### src/rtl/inst_sequencer_if.sv
// Signal bundle between the instruction sequencer and the rest of the 4-bit core.
// The master side is the sequencer. The slave side is its environment: the data bus, the flags and the PC stack.
interface inst_sequencer_if;
   logic [3:0] data;
   logic       test;
   logic       carry_flag;
   logic       acc_zero;
   logic [2:0] cycle;
   logic       sync;
   logic       halt;
   logic [3:0] opr;
   logic [3:0] opa;
   logic [3:0] inst_operand;
   logic       second_word;
   logic [3:0] reg_sel;
   logic [1:0] pc_next_sel;
   logic [2:0] pc_write_enable;

   modport master (
      input  data, test, carry_flag, acc_zero,
      output cycle, sync, halt, opr, opa, inst_operand, second_word,
             reg_sel, pc_next_sel, pc_write_enable
   );

   modport slave (
      output data, test, carry_flag, acc_zero,
      input  cycle, sync, halt, opr, opa, inst_operand, second_word,
             reg_sel, pc_next_sel, pc_write_enable
   );
endinterface

### src/rtl/inst_sequencer.sv
// Instruction-cycle phase counter and OPR/OPA latch. Also holds the two-word and jump tracking,
// and drives the PC-update controls for the PC stack.
module inst_sequencer #(
   parameter int NUM_CYCLES = 8
) (
   input logic               clock,
   input logic               reset,
   inst_sequencer_if.master  bus
);

   localparam logic [2:0] LAST_CYCLE  = 3'(NUM_CYCLES - 1);
   localparam logic [3:0] OPR_MISC    = 4'h0;
   localparam logic [3:0] OPR_JCN     = 4'h1;
   localparam logic [3:0] OPR_FIN_JIN = 4'h3;
   localparam logic [3:0] OPR_JUN     = 4'h4;

   typedef enum logic { ST_RUN, ST_HALT } state_t;
   typedef enum logic [1:0] { SEL_DATA = 2'd0, SEL_REG = 2'd1, SEL_INST = 2'd2 } pc_sel_t;

   state_t     state, state_next;
   logic [2:0] cycle;
   logic [3:0] opr, opa;
   logic       second_word, jump_taken;
   logic       is_jun, is_jcn, is_jin, is_hlt, jcn_cond, end_of_frame;
   pc_sel_t    pc_sel;
   logic [2:0] pc_we;
   logic [3:0] reg_sel;

   assign is_jun       = (opr == OPR_JUN);
   assign is_jcn       = (opr == OPR_JCN);
   assign is_jin       = (opr == OPR_FIN_JIN) && opa[0];
   assign is_hlt       = (opr == OPR_MISC) && (opa == 4'h1);
   assign jcn_cond     = (opa[0] & bus.test) | (opa[1] & bus.carry_flag) | (opa[2] & bus.acc_zero);
   assign end_of_frame = (cycle == LAST_CYCLE);

   always_ff @(posedge clock) begin
      if (reset) state <= ST_RUN;
      else       state <= state_next;
   end

   // HALT is sticky. Only reset leaves it.
   always_comb begin
      state_next = state;
      if (state == ST_RUN && end_of_frame && !second_word && is_hlt)
         state_next = ST_HALT;
   end

   // NOTE: sequential state uses non-blocking assignments. Every register then samples
   // the pre-edge values of the others, and the result does not depend on statement order.
   always_ff @(posedge clock) begin
      if (reset) begin
         cycle       <= '0;
         opr         <= '0;
         opa         <= '0;
         second_word <= 1'b0;
         jump_taken  <= 1'b0;
      end else if (state == ST_RUN) begin
         cycle <= end_of_frame ? 3'd0 : cycle + 3'd1;
         if (!second_word && cycle == 3'd3) opr <= bus.data;
         if (!second_word && cycle == 3'd4) opa <= bus.data;
         if (!second_word && cycle == 3'd5)
            jump_taken <= is_jun | (is_jcn & (jcn_cond ^ opa[3]));
         if (end_of_frame)
            second_word <= !second_word && (is_jun || is_jcn);
      end
   end

   // NOTE: every output of this block gets a default first. Otherwise the paths that
   // do not assign it would infer a latch.
   always_comb begin
      pc_sel  = SEL_DATA;
      pc_we   = 3'b000;
      reg_sel = 4'h0;
      if (state == ST_RUN) begin
         if (second_word && jump_taken) begin
            if (cycle == 3'd3)      pc_we = 3'b010;
            else if (cycle == 3'd4) pc_we = 3'b001;
         end else if (!second_word && is_jin) begin
            if (cycle == 3'd5) begin
               reg_sel = {opa[3:1], 1'b0};
               pc_sel  = SEL_REG;
               pc_we   = 3'b010;
            end else if (cycle == 3'd6) begin
               reg_sel = {opa[3:1], 1'b1};
               pc_sel  = SEL_REG;
               pc_we   = 3'b001;
            end
         end
      end
   end

   assign bus.cycle           = cycle;
   assign bus.sync            = (cycle == LAST_CYCLE);
   assign bus.halt            = (state == ST_HALT);
   assign bus.opr             = opr;
   assign bus.opa             = opa;
   assign bus.inst_operand    = opa;
   assign bus.second_word     = second_word;
   assign bus.reg_sel         = reg_sel;
   assign bus.pc_next_sel     = pc_sel;
   assign bus.pc_write_enable = pc_we;

endmodule
### src/flat_wrapper.sv
// flat-port wrapper written by rule: the top's interface ports become plain ports
module inst_sequencer_flat 
#(
   parameter int NUM_CYCLES = 8
)
  (clock, reset, bus_data, bus_test, bus_carry_flag, bus_acc_zero, bus_cycle, bus_sync, bus_halt, bus_opr, bus_opa, bus_inst_operand, bus_second_word, bus_reg_sel, bus_pc_next_sel, bus_pc_write_enable);
  inst_sequencer_if bus_i ();
  input logic clock;
  input logic reset;
  input wire logic [$bits(bus_i.data)-1:0] bus_data;
  input wire logic [$bits(bus_i.test)-1:0] bus_test;
  input wire logic [$bits(bus_i.carry_flag)-1:0] bus_carry_flag;
  input wire logic [$bits(bus_i.acc_zero)-1:0] bus_acc_zero;
  output wire logic [$bits(bus_i.cycle)-1:0] bus_cycle;
  output wire logic [$bits(bus_i.sync)-1:0] bus_sync;
  output wire logic [$bits(bus_i.halt)-1:0] bus_halt;
  output wire logic [$bits(bus_i.opr)-1:0] bus_opr;
  output wire logic [$bits(bus_i.opa)-1:0] bus_opa;
  output wire logic [$bits(bus_i.inst_operand)-1:0] bus_inst_operand;
  output wire logic [$bits(bus_i.second_word)-1:0] bus_second_word;
  output wire logic [$bits(bus_i.reg_sel)-1:0] bus_reg_sel;
  output wire logic [$bits(bus_i.pc_next_sel)-1:0] bus_pc_next_sel;
  output wire logic [$bits(bus_i.pc_write_enable)-1:0] bus_pc_write_enable;
  assign bus_i.data = bus_data;
  assign bus_i.test = bus_test;
  assign bus_i.carry_flag = bus_carry_flag;
  assign bus_i.acc_zero = bus_acc_zero;
  assign bus_cycle = bus_i.cycle;
  assign bus_sync = bus_i.sync;
  assign bus_halt = bus_i.halt;
  assign bus_opr = bus_i.opr;
  assign bus_opa = bus_i.opa;
  assign bus_inst_operand = bus_i.inst_operand;
  assign bus_second_word = bus_i.second_word;
  assign bus_reg_sel = bus_i.reg_sel;
  assign bus_pc_next_sel = bus_i.pc_next_sel;
  assign bus_pc_write_enable = bus_i.pc_write_enable;
  inst_sequencer #(.NUM_CYCLES(NUM_CYCLES)) u_core (.clock(clock), .reset(reset), .bus(bus_i));
endmodule
### config.mk
export PLATFORM = sky130hd
export DESIGN_NAME = inst_sequencer_flat
export DESIGN_NICKNAME = d
export VERILOG_FILES = /design/src/rtl/inst_sequencer_if.sv /design/src/rtl/inst_sequencer.sv /design/src/flat_wrapper.sv
export SDC_FILE = /design/constraint.sdc
export NUM_CORES = 1
export LEC_CHECK = 0
export BUFFER_PORTS_ARGS = -buffer_cell sky130_fd_sc_hd__buf_2
export CAP_MARGIN = 0
export CORE_MARGIN = 1
export CORE_UTILIZATION = 46
export CTS_CLUSTER_DIAMETER = 150
export DETAILED_ROUTE_END_ITERATION = 10
export PLACE_DENSITY = 0.81
export SYNTH_ARGS = -nofsm -noshare
export SYNTH_HDL_FRONTEND = slang
export SYNTH_SLANG_ARGS = --single-unit
### constraint.sdc
create_clock -name clock -period 2.1 [get_ports clock]
set_clock_uncertainty 0.05 [all_clocks]
set_input_delay 0.21 -clock clock [delete_from_list [all_inputs] [get_ports clock]]
set_output_delay 0.21 -clock clock [all_outputs]
set_load 0.02 [all_outputs]
== Yosys cells after proc, flatten, opt, wreduce, memory -nomap -nowiden ==
Index checks and enable logic that the tools add are counted.
Storage, ports and cells
  register bits: 14
  bits in latches: 0
  bits in writable memories: 0
  ROM bits: 0
  input port bits: 9
  memories: 0
Cells by class
  add/sub/neg operators: 1
  multiply operators: 0
  div/mod/pow operators: 0
  magnitude comparators: 0
  eq/ne operators: 9
  shifts and indexed selects: 0
  multiplexer cells: 18
  bitwise gates (word level): 9
  reductions and logical operators: 18
Operator list (number)
  4-bit two-way mux: 5
  3-bit two-way mux: 6
  3-bit equality test, second input constant: 4
  1-bit logical AND: 11
  4-bit by 1-bit equality test with 1-bit output, second input constant: 2
  2-bit two-way mux: 4
  2-bit AND reduction: 4
  1-bit bitwise AND: 4
  4-bit by 2-bit equality test with 1-bit output, second input constant: 1
  4-bit by 3-bit equality test with 1-bit output, second input constant: 1
  4-bit logical NOT: 1
  3-bit by 1-bit adder with 3-bit output, second input constant: 1
  3-bit by 2-bit equality test with 1-bit output, second input constant: 1
  1-bit two-way mux: 3
  1-bit bitwise OR: 3
  1-bit logical NOT: 1
  1-bit logical OR: 1
  1-bit inverter: 1
  1-bit bitwise XOR: 1

== Depth between registers and ports, before layout ==
Gate-level depths: netlist of run 1.
  depth in word-level cells: 6
  mapped depth: 5
  mapped depth without buffers: 5

== Least setup slack after synthesis of run 1 ==
Ideal clock, no wire load.
  path type: reg-to-output
  from: register u_core.second_word, in the netlist u_core.bus.second_word
  to: output bus_reg_sel[0]
  arrival: 2074 ps
  setup slack: -234 ps
  stages on the path, launching flop included: 5
  path buffers: 1
  cell sequence: dfxtp_1 buf_2 nor3b_2 nand4b_1 a2111oi_0
Between the ends
  cells in the longest elaborated chain, start to end: 5
  elaborated cells between the ends (all ways): 6
  those cells by class: mux: 3; reduce/logical: 3
Ends and longest elaborated chain
  start: declaration: RTL line inst_sequencer.sv:23  | logic second_word, jump_taken;
  start signal: assignment: RTL line inst_sequencer.sv:64  | second_word <= !second_word && (is_jun || is_jcn);
  1-bit logical NOT: RTL line inst_sequencer.sv:78  | end else if (!second_word && is_jin) begin
  1-bit logical AND: RTL line inst_sequencer.sv:78
  4-bit two-way mux: RTL line inst_sequencer.sv:78
  4-bit two-way mux (*): RTL line inst_sequencer.sv:75  | if (second_word && jump_taken) begin
  4-bit two-way mux (*): RTL line inst_sequencer.sv:74  | if (state == ST_RUN) begin
  end: declaration: RTL line flat_wrapper.sv:21  | output wire logic [$bits(bus_i.reg_sel)-1:0] bus_reg_sel;
Mark *: on every way between the ends. The rest lies on a longest branch, timed or not.

== Worst setup path after layout of run 1 ==
  from: register u_core.opr[2], in the netlist u_core.bus.opr[2]
  to: output bus_reg_sel[3]
Between the ends
  cells in the longest elaborated chain, start to end: 6
Ends and longest elaborated chain
  start: declaration: RTL line inst_sequencer.sv:22  | logic [3:0] opr, opa;
  start signal: assignment: RTL line inst_sequencer.sv:59  | if (!second_word && cycle == 3'd3) opr <= bus.data;
  4-bit by 2-bit equality test with 1-bit output: RTL line inst_sequencer.sv:31  | assign is_jin = (opr == OPR_FIN_JIN) && opa[0];
  1-bit logical AND: RTL line inst_sequencer.sv:31
  1-bit logical AND: RTL line inst_sequencer.sv:78
  4-bit two-way mux: RTL line inst_sequencer.sv:78
  4-bit two-way mux: RTL line inst_sequencer.sv:75
  4-bit two-way mux: RTL line inst_sequencer.sv:74
Every way passes these cells.

==> flow_metrics.py, run 1 <==
metrics = {
    "pwr": {
        "peakVddDrop_mv": 0.355,
        "leakagePower_nw": 0.473,
        "pwr_density_cell_nw_per_um2": 532,
    },
    "worst_hold_path": {
        "hold-path-cell-count": 3,
        "hp-class": "input pin to flip-flop",
        "min-delay-start": "bus_data[0]",
        "hold_end": "u_core.bus.opr[0]",
    },
    "finish": {
        "stdcell_area_sq_um": 1020,
        "nFillCells": 144,
        "instances_no_fill": 146,
        "final_nets": 139,
        "drive_gt1_frac": 0.361,
        "syn_to_final_growth_pct": 23.2,
        "layout_common_cells": "33 x buf_2, 14 x nor2_1, 12 x dfxtp_1",
        "n_antenna_cell": 0,
        "final_common_cell": "buf_2",
    },
    "setup_path": {
        "crit_fanout": 5,
        "endpoint_kind": "output port",
        "worstRegToRegCells": 5,
        "critPathLaunchType": "flip-flop",
        "r2r_setup_slack_ns": 0.37,
        "cp.arrival_ns": 1.73,
        "critPathRequiredTime_ns": 1.84,
        "rr_startpoint": "u_core.bus.cycle[0]",
        "r2r_end": "u_core.bus.opr[3]",
        "crit_type": "flip-flop to output port",
    },
    "sta": {
        "drv_slew": 0,
        "layout_min_cycle_time_ns": 1.99,
        "setup_viol": 0,
        "max_freq_mhz": 504,
        "period_share": 0.945,
        "hold_viol": 0,
    },
    "drt": {
        "wl_per_cell_microns": 13.7,
        "antenna_left": 0,
        "vias": 788,
        "drt_iter0_drc": 24,
        "wl_microns": 2010,
        "viasPerCell": 5.40,
        "firstDrtPassIters": 5,
        "drc": 0,
    },
    "clocking": {
        "cts-root-buf": "clkbuf_4",
        "cts_buffers": 3,
        "htreeDepth": 1,
        "hold_buffers": 0,
        "cts_tree": "yes",
        "cts_sinks": 14,
        "clk_pin_slew_ns": 0.08,
        "cts_buffer_depth": 2,
        "clock_latency_ns": 0.28,
    },
    "die": {
        "io_pins": 36,
        "dieArea_sq_um": 1980,
        "fp.dieW_microns": 44.5,
        "die_h_microns": 44.5,
        "coreArea_sq_um": 1590,
        "start_util": 0.520,
        "rows": 14,
    },
    "synth": {
        "ys_seq_area_frac": 0.338,
        "synth-async-reset-ratio": 0,
        "synth_top_area_cell": "dfxtp_1",
        "synth_ff_type": "dfxtp_1",
        "synthCells": 93,
        "synth_area_leaders": "dfxtp_1 34%, mux2i_1 9.7%, ha_1 9.0%, nor2_1 6.3%, buf_4 5.4%",
        "ys_warn_count": 0,
        "synth_edf_count": 0,
        "synth.distinct_cells": 30,
        "syn_avg_cell_area_sq_um": 8.92,
        "ys_ff_latch": 14,
        "netlist_area_sq_um": 830,
        "synth_top_area_frac": 0.338,
    },
    "place": {
        "port_buffers": 33,
        "hpwl_microns": 1490,
        "placedCellCount": 142,
        "gp_congestion": 0.865,
        "placed_area_sq_um": 972,
    },
    "run": {
        "maxCapViolations": 0,
    },
    "global_routing": {
        "grt_first_pass_wirelength_microns": 3090,
        "grt_pass1_vias": 679,
        "antenna_found_initial": 0,
        "grt.total_usage": 0.216,
        "grt_max_degree": 16,
        "grt_overflow": 0,
    },
    "outcome": {
        "status": "finished clean",
    },
}
## layer usage
metal  share of wire  global-route usage  up-vias
met2            0.48               0.382       41
met5               0                   0        -
li1                -                   -      373
met1            0.43               0.262      367
met3           0.064              0.0245        7
met4           0.022              0.0909        0
## state kept, by name, summed over array words and instances, names as in the netlist
signal	cells
u_core.bus.inst_operand	4
u_core.bus.opr	4
u_core.bus.cycle	3
u_core.bus.halt	1
u_core.bus.second_word	1
u_core.jump_taken	1
## worst max-delay path: stages (launching register included)
cell,delay (ns)
dfxtp_1,0.38
nor3b_4,0.24
nand4b_1,0.17
buf_4,0.19
nor3_4,0.17
and2_1,0.15
buf_2,0.15
## report_power, final
group / leakage, nW / internal, mW / switching [mW]
combinational: 0.344 / 0.0423 / 0.0626
clock: 0.0138 / 0.0665 / 0.0821
sequential: 0.115 / 0.276 / 0.0149
total: 0.473 / 0.384 / 0.160
## final cells by class
type	count	area, sq um	area share
multi-input combinational	68	503	0.492
sequential	14	283	0.277
timing repair buffer	34	173	0.169
tap	24	30.0	0.0294
clock buffer	3	22.5	0.0220
inverter	3	11.3	0.0110
## how the worst max path moves through the flow
stage	start	endpoint	slack, ns	cells past startpoint
global route	u_core.bus.opr[2]	bus_reg_sel[3]	-0.02	6
detailed placement	u_core.bus.second_word	bus_reg_sel[0]	0.27	4
CTS	u_core.bus.second_word	bus_reg_sel[0]	0.001	4
global placement	u_core.bus.second_word	bus_reg_sel[0]	0.38	4
finish	u_core.bus.opr[2]	bus_reg_sel[3]	0.11	6
floorplan	u_core.bus.second_word	bus_reg_sel[0]	0.007	4
## cell usage after synthesis, types with 2 or more instances
library cell,n
dfxtp_1,14
nor2_1,14
mux2i_1,8
buf_4,6
ha_1,6
a21oi_1,5
and2_1,3
inv_1,3
nand2b_1,3
nor3b_2,3
clkbuf_1,2
nand2_1,2
nand4b_1,2
nor2b_1,2
nor3_1,2
o21ai_0,2
or3_1,2
xnor2_1,2
## metrics by stage
stage	setup TNS [ns]	hold slack [ns]	power, mW	setup WS (ns)	util
after floorplan	0	0.229	0.369	0.00737	-
after global placement	0	0.408	0.394	0.379	0.610
after detailed placement	0	0.422	0.398	0.267	0.610
after CTS	0	0.136	0.542	0.00145	0.627
after global routing	-0.0429	0.147	0.569	-0.0152	0.641
final	0	0.131	0.544	0.115	0.641
## logic make-up (layout without fill, tap and decap cells)
family | after synthesis | in the layout | synth area share
compound gates | 11 | 11 | 0.0830
xor+xnor | 2 | 2 | 0.0211
fa+ha+maj | 6 | 6 | 0.0905
buf+inv | 12 | 40 | 0.0829
flops | 14 | 14 | 0.338
mux | 8 | 8 | 0.0965
other cells | 1 | 2 | 0.00452
simple gates | 39 | 39 | 0.284
## what timing repair did
action                     CTS  global route
setup endpoints to repair    2             6
buffers inserted             0             1
pin swaps                    1             2
resized for setup            1             4
Power figures use the tool's default switching activity.
==> run 2: changes to the inputs <==
Settings changed: CORE_MARGIN 1 to not set, CORE_UTILIZATION 46 to 48, CTS_BUF_LIST set to sky130_fd_sc_hd__clkbuf_4, PLACE_DENSITY 0.81 to 0.84.
==> run 2 against run 1 <==
  * The flow now finishes with violations (DRC)
  * Total power decreased by 0.10%
  * Worst hold slack worse by 0.0027 ns
  * Flip-flop and latch count unchanged
  * Clock power about the same
  * Maximum frequency up 1.9%
  * Worst setup slack better by 0.037 ns
  * Die area is 4.0% lower
  * Register-to-register slack better by 0.04 ns
  * Critical path type unchanged
==> flow_metrics.py, run 2 (same netlist as run 1, synthesis figures left out) <==
metrics = {
    "sta": {
        "max_freq_mhz": 513,
        "setup_viol": 0,
        "hold_viol": 0,
        "period_share": 0.928,
        "layout_min_cycle_time_ns": 1.95,
        "rsz0062_at_grt": "no",
        "drv_slew": 0,
        "setup-tns-final_ns": 0,
    },
    "pwr": {
        "leakagePower_nw": 0.461,
        "pwr_density_cell_nw_per_um2": 548,
        "peakVddDrop_mv": 0.329,
    },
    "drt": {
        "wl_per_cell_microns": 12.9,
        "route.top_layer_used": "met4",
        "antenna_left": 0,
        "viasPerCell": 5.53,
        "wl_met1_microns": 735,
        "firstDrtPassIters": 8,
        "wl_microns": 1770,
        "vias": 758,
        "drt_iter0_drc": 18,
        "dr_wl_met2_microns": 877,
        "drc": 3,
        "route.met3.wl_microns": 112,
    },
    "setup_path": {
        "critPathRequiredTime_ns": 1.84,
        "crit_fanout": 10,
        "critPathLaunchType": "flip-flop",
        "cp.arrival_ns": 1.69,
        "endpoint_kind": "output port",
        "crit_type": "flip-flop to output port",
    },
    "clocking": {
        "cts_buffer_depth": 2,
        "htreeDepth": 1,
        "clk_pin_slew_ns": 0.08,
        "cts_sinks": 14,
        "clock_latency_ns": 0.28,
        "post-cts-setup-buffers": 0,
        "cts_buffers": 3,
        "cts-root-buf": "clkbuf_4",
        "cts_tree": "yes",
    },
    "place": {
        "port_buffers": 33,
        "hpwl_microns": 1380,
        "gp_congestion": 0.864,
    },
    "run": {
        "maxCapViolations": 0,
    },
    "finish": {
        "layout_common_cells": "33 x buf_2, 14 x nor2_1, 12 x dfxtp_1",
        "syn_to_final_growth_pct": 19.6,
        "utilization": 0.636,
        "ff_latch_area_sq_um": 283,
        "final_common_cell": "buf_2",
        "n_antenna_cell": 0,
        "nFillCells": 151,
        "final_nets": 138,
        "multiInputGateArea_sq_um": 490,
        "drive_gt1_frac": 0.355,
    },
    "die": {
        "dieArea_sq_um": 1900,
        "die_h_microns": 43.6,
        "coreArea_sq_um": 1560,
        "fp.dieW_microns": 43.6,
        "io_pins": 36,
        "start_util": 0.532,
        "rows": 14,
    },
    "outcome": {
        "failed_checks": "DRC",
        "status": "finished, violations left",
    },
    "global_routing": {
        "antenna_found_initial": 0,
        "grt_overflow": 0,
        "grt_pass1_vias": 704,
        "grt_max_degree": 16,
        "grt_first_pass_wirelength_microns": 3050,
        "grt.total_usage": 0.219,
    },
    "worst_hold_path": {
        "hp-class": "input pin to flip-flop",
    },
}
## run 2: changes by cell type in the layout (fill, tap and decap cells not counted)
cell | previous run | this run
buf_4 | 1 | 0
nor3_2 | 0 | 1
nor3_4 | 1 | 0
nor3b_2 | 2 | 3
nor3b_4 | 1 | 0
## run 2: repair_timing
item,CTS,global route
gates resized for setup,0,3
hold buffers,0,0
endpoints found under the setup margin,0,4
hold endpoints to repair,0,0
## run 2: layer usage
| layer | GRT usage | up-vias |
|---|---|---|
| met3 | 0.0500 | 5 |
| met4 | 0.150 | 0 |
| li1 | - | 372 |
| met2 | 0.352 | 30 |
| met5 | 0 | - |
| met1 | 0.257 | 351 |
## run 2: worst max-delay path, stage by stage (launching register included)
cell and delay, ns:
dfxtp_2 0.39, nor3b_2 0.22, nand4b_1 0.22, a2111oi_2 0.36, buf_2 0.21
## run 2: final timing paths
kind                                endpoint  slack, ns                   start  cells past startpoint
hold / removal    u_core.bus.inst_operand[1]       0.13             bus_data[1]                      3
setup / recovery              bus_reg_sel[0]       0.15  u_core.bus.second_word                      4
hold reg to reg            u_core.jump_taken       0.50       u_core.jump_taken                      2
setup reg to reg           u_core.bus.opr[3]       0.41     u_core.bus.cycle[0]                      5
## run 2: where the power goes
| group | switching [mW] | internal, mW | leakage, nW |
|---|---|---|---|
| Clock | 0.0850 | 0.0667 | 0.0138 |
| Combinational | 0.0602 | 0.0422 | 0.333 |
| Sequential | 0.0138 | 0.276 | 0.115 |
| Total | 0.159 | 0.384 | 0.461 |
## run 2: layout make-up
cell class	count	area share
Clock buffer	3	0.0227
Multi-Input combinational cell	68	0.494
Inverter	3	0.0113
Timing Repair Buffer	33	0.166
Tap cell	16	0.0202
Sequential cell	14	0.285
## run 2: per-stage QoR
step	power (mW)	cell area [sq um]	hold WS (ns)	setup slack (ns)	instances
after floorplan	0.369	835	0.229	0.00737	94
after global placement	0.394	962	0.413	0.417	134
after detailed placement	0.398	962	0.424	0.378	134
after CTS	0.545	985	0.131	0.0532	137
after global routing	0.578	992	0.124	0.00414	137
final	0.543	992	0.128	0.152	137
==> run 3: changes to the inputs <==
Settings changed: BUFFER_PORTS_ARGS -buffer_cell sky130_fd_sc_hd__buf_2 to not set, CORE_UTILIZATION 48 to 55, DONT_BUFFER_PORTS set to 1, PLACE_DENSITY 0.84 to 0.7.
==> run 3 against run 2 <==
  * The run now ends clean
  * Worst setup slack got worse by 0.019 ns
  * Critical path depth shrank 1
  * Register-to-register slack worse by 0.02 ns
  * Wire length stayed put
  * Worst hold slack worse by 0.098 ns
  * Die area fell by 12%
  * Critical endpoint is now bus_reg_sel[2]
==> flow_metrics.py, run 3 (same netlist as run 1, synthesis figures left out) <==
metrics = {
    "global_routing": {
        "grt.total_usage": 0.230,
        "grt_overflow": 0,
        "grt_first_pass_wirelength_microns": 2460,
        "grt_max_degree": 15,
        "antenna_found_initial": 0,
        "grt_pass1_vias": 561,
    },
    "setup_path": {
        "path_buf_inv": 0,
        "critPathSlowestCell": "dfxtp_1",
        "rr_startpoint": "u_core.bus.cycle[1]",
        "critPathRequiredTime_ns": 1.84,
        "critPathLaunchType": "flip-flop",
        "max_stage_delay_ns": 0.55,
        "r2r_setup_slack_ns": 0.39,
        "worstRegToRegCells": 5,
        "crit_type": "flip-flop to output port",
        "endpoint_kind": "output port",
        "r2r_end": "u_core.bus.opr[2]",
        "cp_top_family": "simple AND/OR/NAND/NOR gates",
        "cp_cell_sequence": "nand4b_1 -> nor3_2 -> and2_1",
        "cp.arrival_ns": 1.71,
        "crit_fanout": 5,
    },
    "clocking": {
        "cts_buffer_depth": 2,
        "cts_tree": "yes",
        "clock_latency_ns": 0.28,
        "cts_sinks": 14,
        "clk_pin_slew_ns": 0.09,
        "post-cts-setup-buffers": 0,
        "cts_buffers": 3,
        "htreeDepth": 1,
        "cts-root-buf": "clkbuf_4",
    },
    "pwr": {
        "swShare": 0.299,
        "clkPwrFrac": 0.295,
        "pwr_density_cell_nw_per_um2": 591,
        "peakVddDrop_mv": 0.482,
        "total_power_mw": 0.544,
        "p_sw_mw": 0.163,
        "leakagePower_nw": 0.357,
        "p_int_mw": 0.381,
        "pwr-share-comb": 0.161,
        "seqPwrFrac": 0.544,
    },
    "drt": {
        "antenna_left": 0,
        "wl_per_cell_microns": 15.3,
        "drc": 0,
        "viasPerCell": 5.91,
        "wl_microns": 1770,
        "drt_iter0_drc": 17,
        "firstDrtPassIters": 4,
        "vias": 686,
    },
    "finish": {
        "drive_gt1_frac": 0.198,
        "layout_common_cells": "14 x nor2_1, 13 x dfxtp_1, 11 x buf_4",
        "final_common_cell": "nor2_1",
        "utilization": 0.682,
        "final_nets": 117,
        "syn_to_final_growth_pct": 11.0,
        "n_antenna_cell": 0,
    },
    "worst_hold_path": {
        "hold_end": "u_core.bus.inst_operand[1]",
        "hp-class": "input pin to flip-flop",
        "min-delay-start": "bus_data[1]",
        "hold-path-cell-count": 2,
    },
    "outcome": {
        "status": "finished clean",
    },
    "sta": {
        "layout_min_cycle_time_ns": 1.97,
        "relSlewSlack": 0.649,
        "worstMarginPinSlew_ns": 0.526,
        "setup_viol": 0,
        "rsz0062_at_grt": "no",
        "period_share": 0.937,
        "max_freq_mhz": 508,
        "drv_slew": 0,
        "hold_viol": 0,
        "setup-tns-final_ns": 0,
    },
    "place": {
        "gp_congestion": 0.752,
        "hpwl_microns": 1380,
        "port_buffers": 0,
    },
    "die": {
        "rows": 13,
        "coreArea_sq_um": 1350,
        "dieArea_sq_um": 1670,
        "io_pins": 36,
        "fp.dieW_microns": 40.8,
        "die_h_microns": 40.8,
        "start_util": 0.614,
    },
    "run": {
        "maxCapViolations": 0,
    },
}
==> run 3: cell count changes in the layout (fill, tap and decap cells not counted), sizes merged <==
cell         delta
clkinv          +1
buf            -22
dlygate4sd3     +1
==> run 3: worst max-delay path by stage <==
| stage | startpoint | end | depth (start not counted) |
|---|---|---|---|
| CTS | u_core.bus.opr[2] | bus_reg_sel[0] | 4 |
| global route | u_core.bus.cycle[2] | bus_pc_write_enable[0] | 6 |
| global placement | u_core.bus.opr[2] | bus_reg_sel[0] | 4 |
| floorplan | u_core.bus.second_word | bus_reg_sel[0] | 4 |
| detailed placement | u_core.bus.opr[2] | bus_reg_sel[0] | 4 |
| finish | u_core.bus.opr[0] | bus_reg_sel[2] | 3 |
==> run 3: worst reg2reg max path: stages (launching register included) <==
cell,delay (ns)
dfxtp_1,0.42
ha_1,0.21
ha_1,0.19
nor3b_2,0.41
mux2i_1,0.24
nor2_1,0.06
==> run 3: power by group through the flow <==
stage	Combinational (mW)	Clock (mW)	Sequential, mW
2_1_floorplan	0.0633	0	0.306
3_3_place_gp	0.0800	0	0.301
3_5_place_dp	0.0821	0	0.302
4_1_cts	0.0877	0.156	0.295
5_1_grt	0.0976	0.170	0.297
6_report	0.0878	0.160	0.296
==> run 3: cell type report <==
class / count / area [sq um]
fill: 126 / 429
sequential: 14 / 282
clock buffer: 3 / 22.5
timing repair buffer: 12 / 92.6
tap: 15 / 18.8
clock inverter: 1 / 3.75
multi-input combinational: 68 / 490
inverter: 3 / 11.3
==> run 3: timing repair <==
action	4_1_cts	5_1_grt
endpoints found under the hold margin	14	0
gates resized for setup	0	2
setup endpoints to repair	0	3
hold buffers	1	0
==> run 3: layer usage <==
| metal | vias up | share of wire | track usage | wire [microns] |
|---|---|---|---|---|
| met1 | 326 | 0.47 | 0.285 | 833 |
| met2 | 28 | 0.46 | 0.383 | 820 |
| met3 | 2 | 0.058 | 0.0543 | 102 |
| li1 | 330 | - | - | - |
| met4 | 0 | 0.0073 | 0.0833 | 13 |
| met5 | - | 0 | 0 | 0 |
==> run 3: per-stage QoR <==
| stage | hold slack [ns] | instance area, sq um | setup slack, ns | instances |
|---|---|---|---|---|
| floorplan | 0.229 | 835 | 0.00737 | 94 |
| finish | 0.0296 | 921 | 0.133 | 116 |
| global route | 0.0278 | 921 | 0.0232 | 116 |
| CTS | 0.0358 | 915 | 0.0586 | 116 |
| detailed placement | 0.233 | 878 | 0.367 | 111 |
| global placement | 0.232 | 878 | 0.403 | 111 |
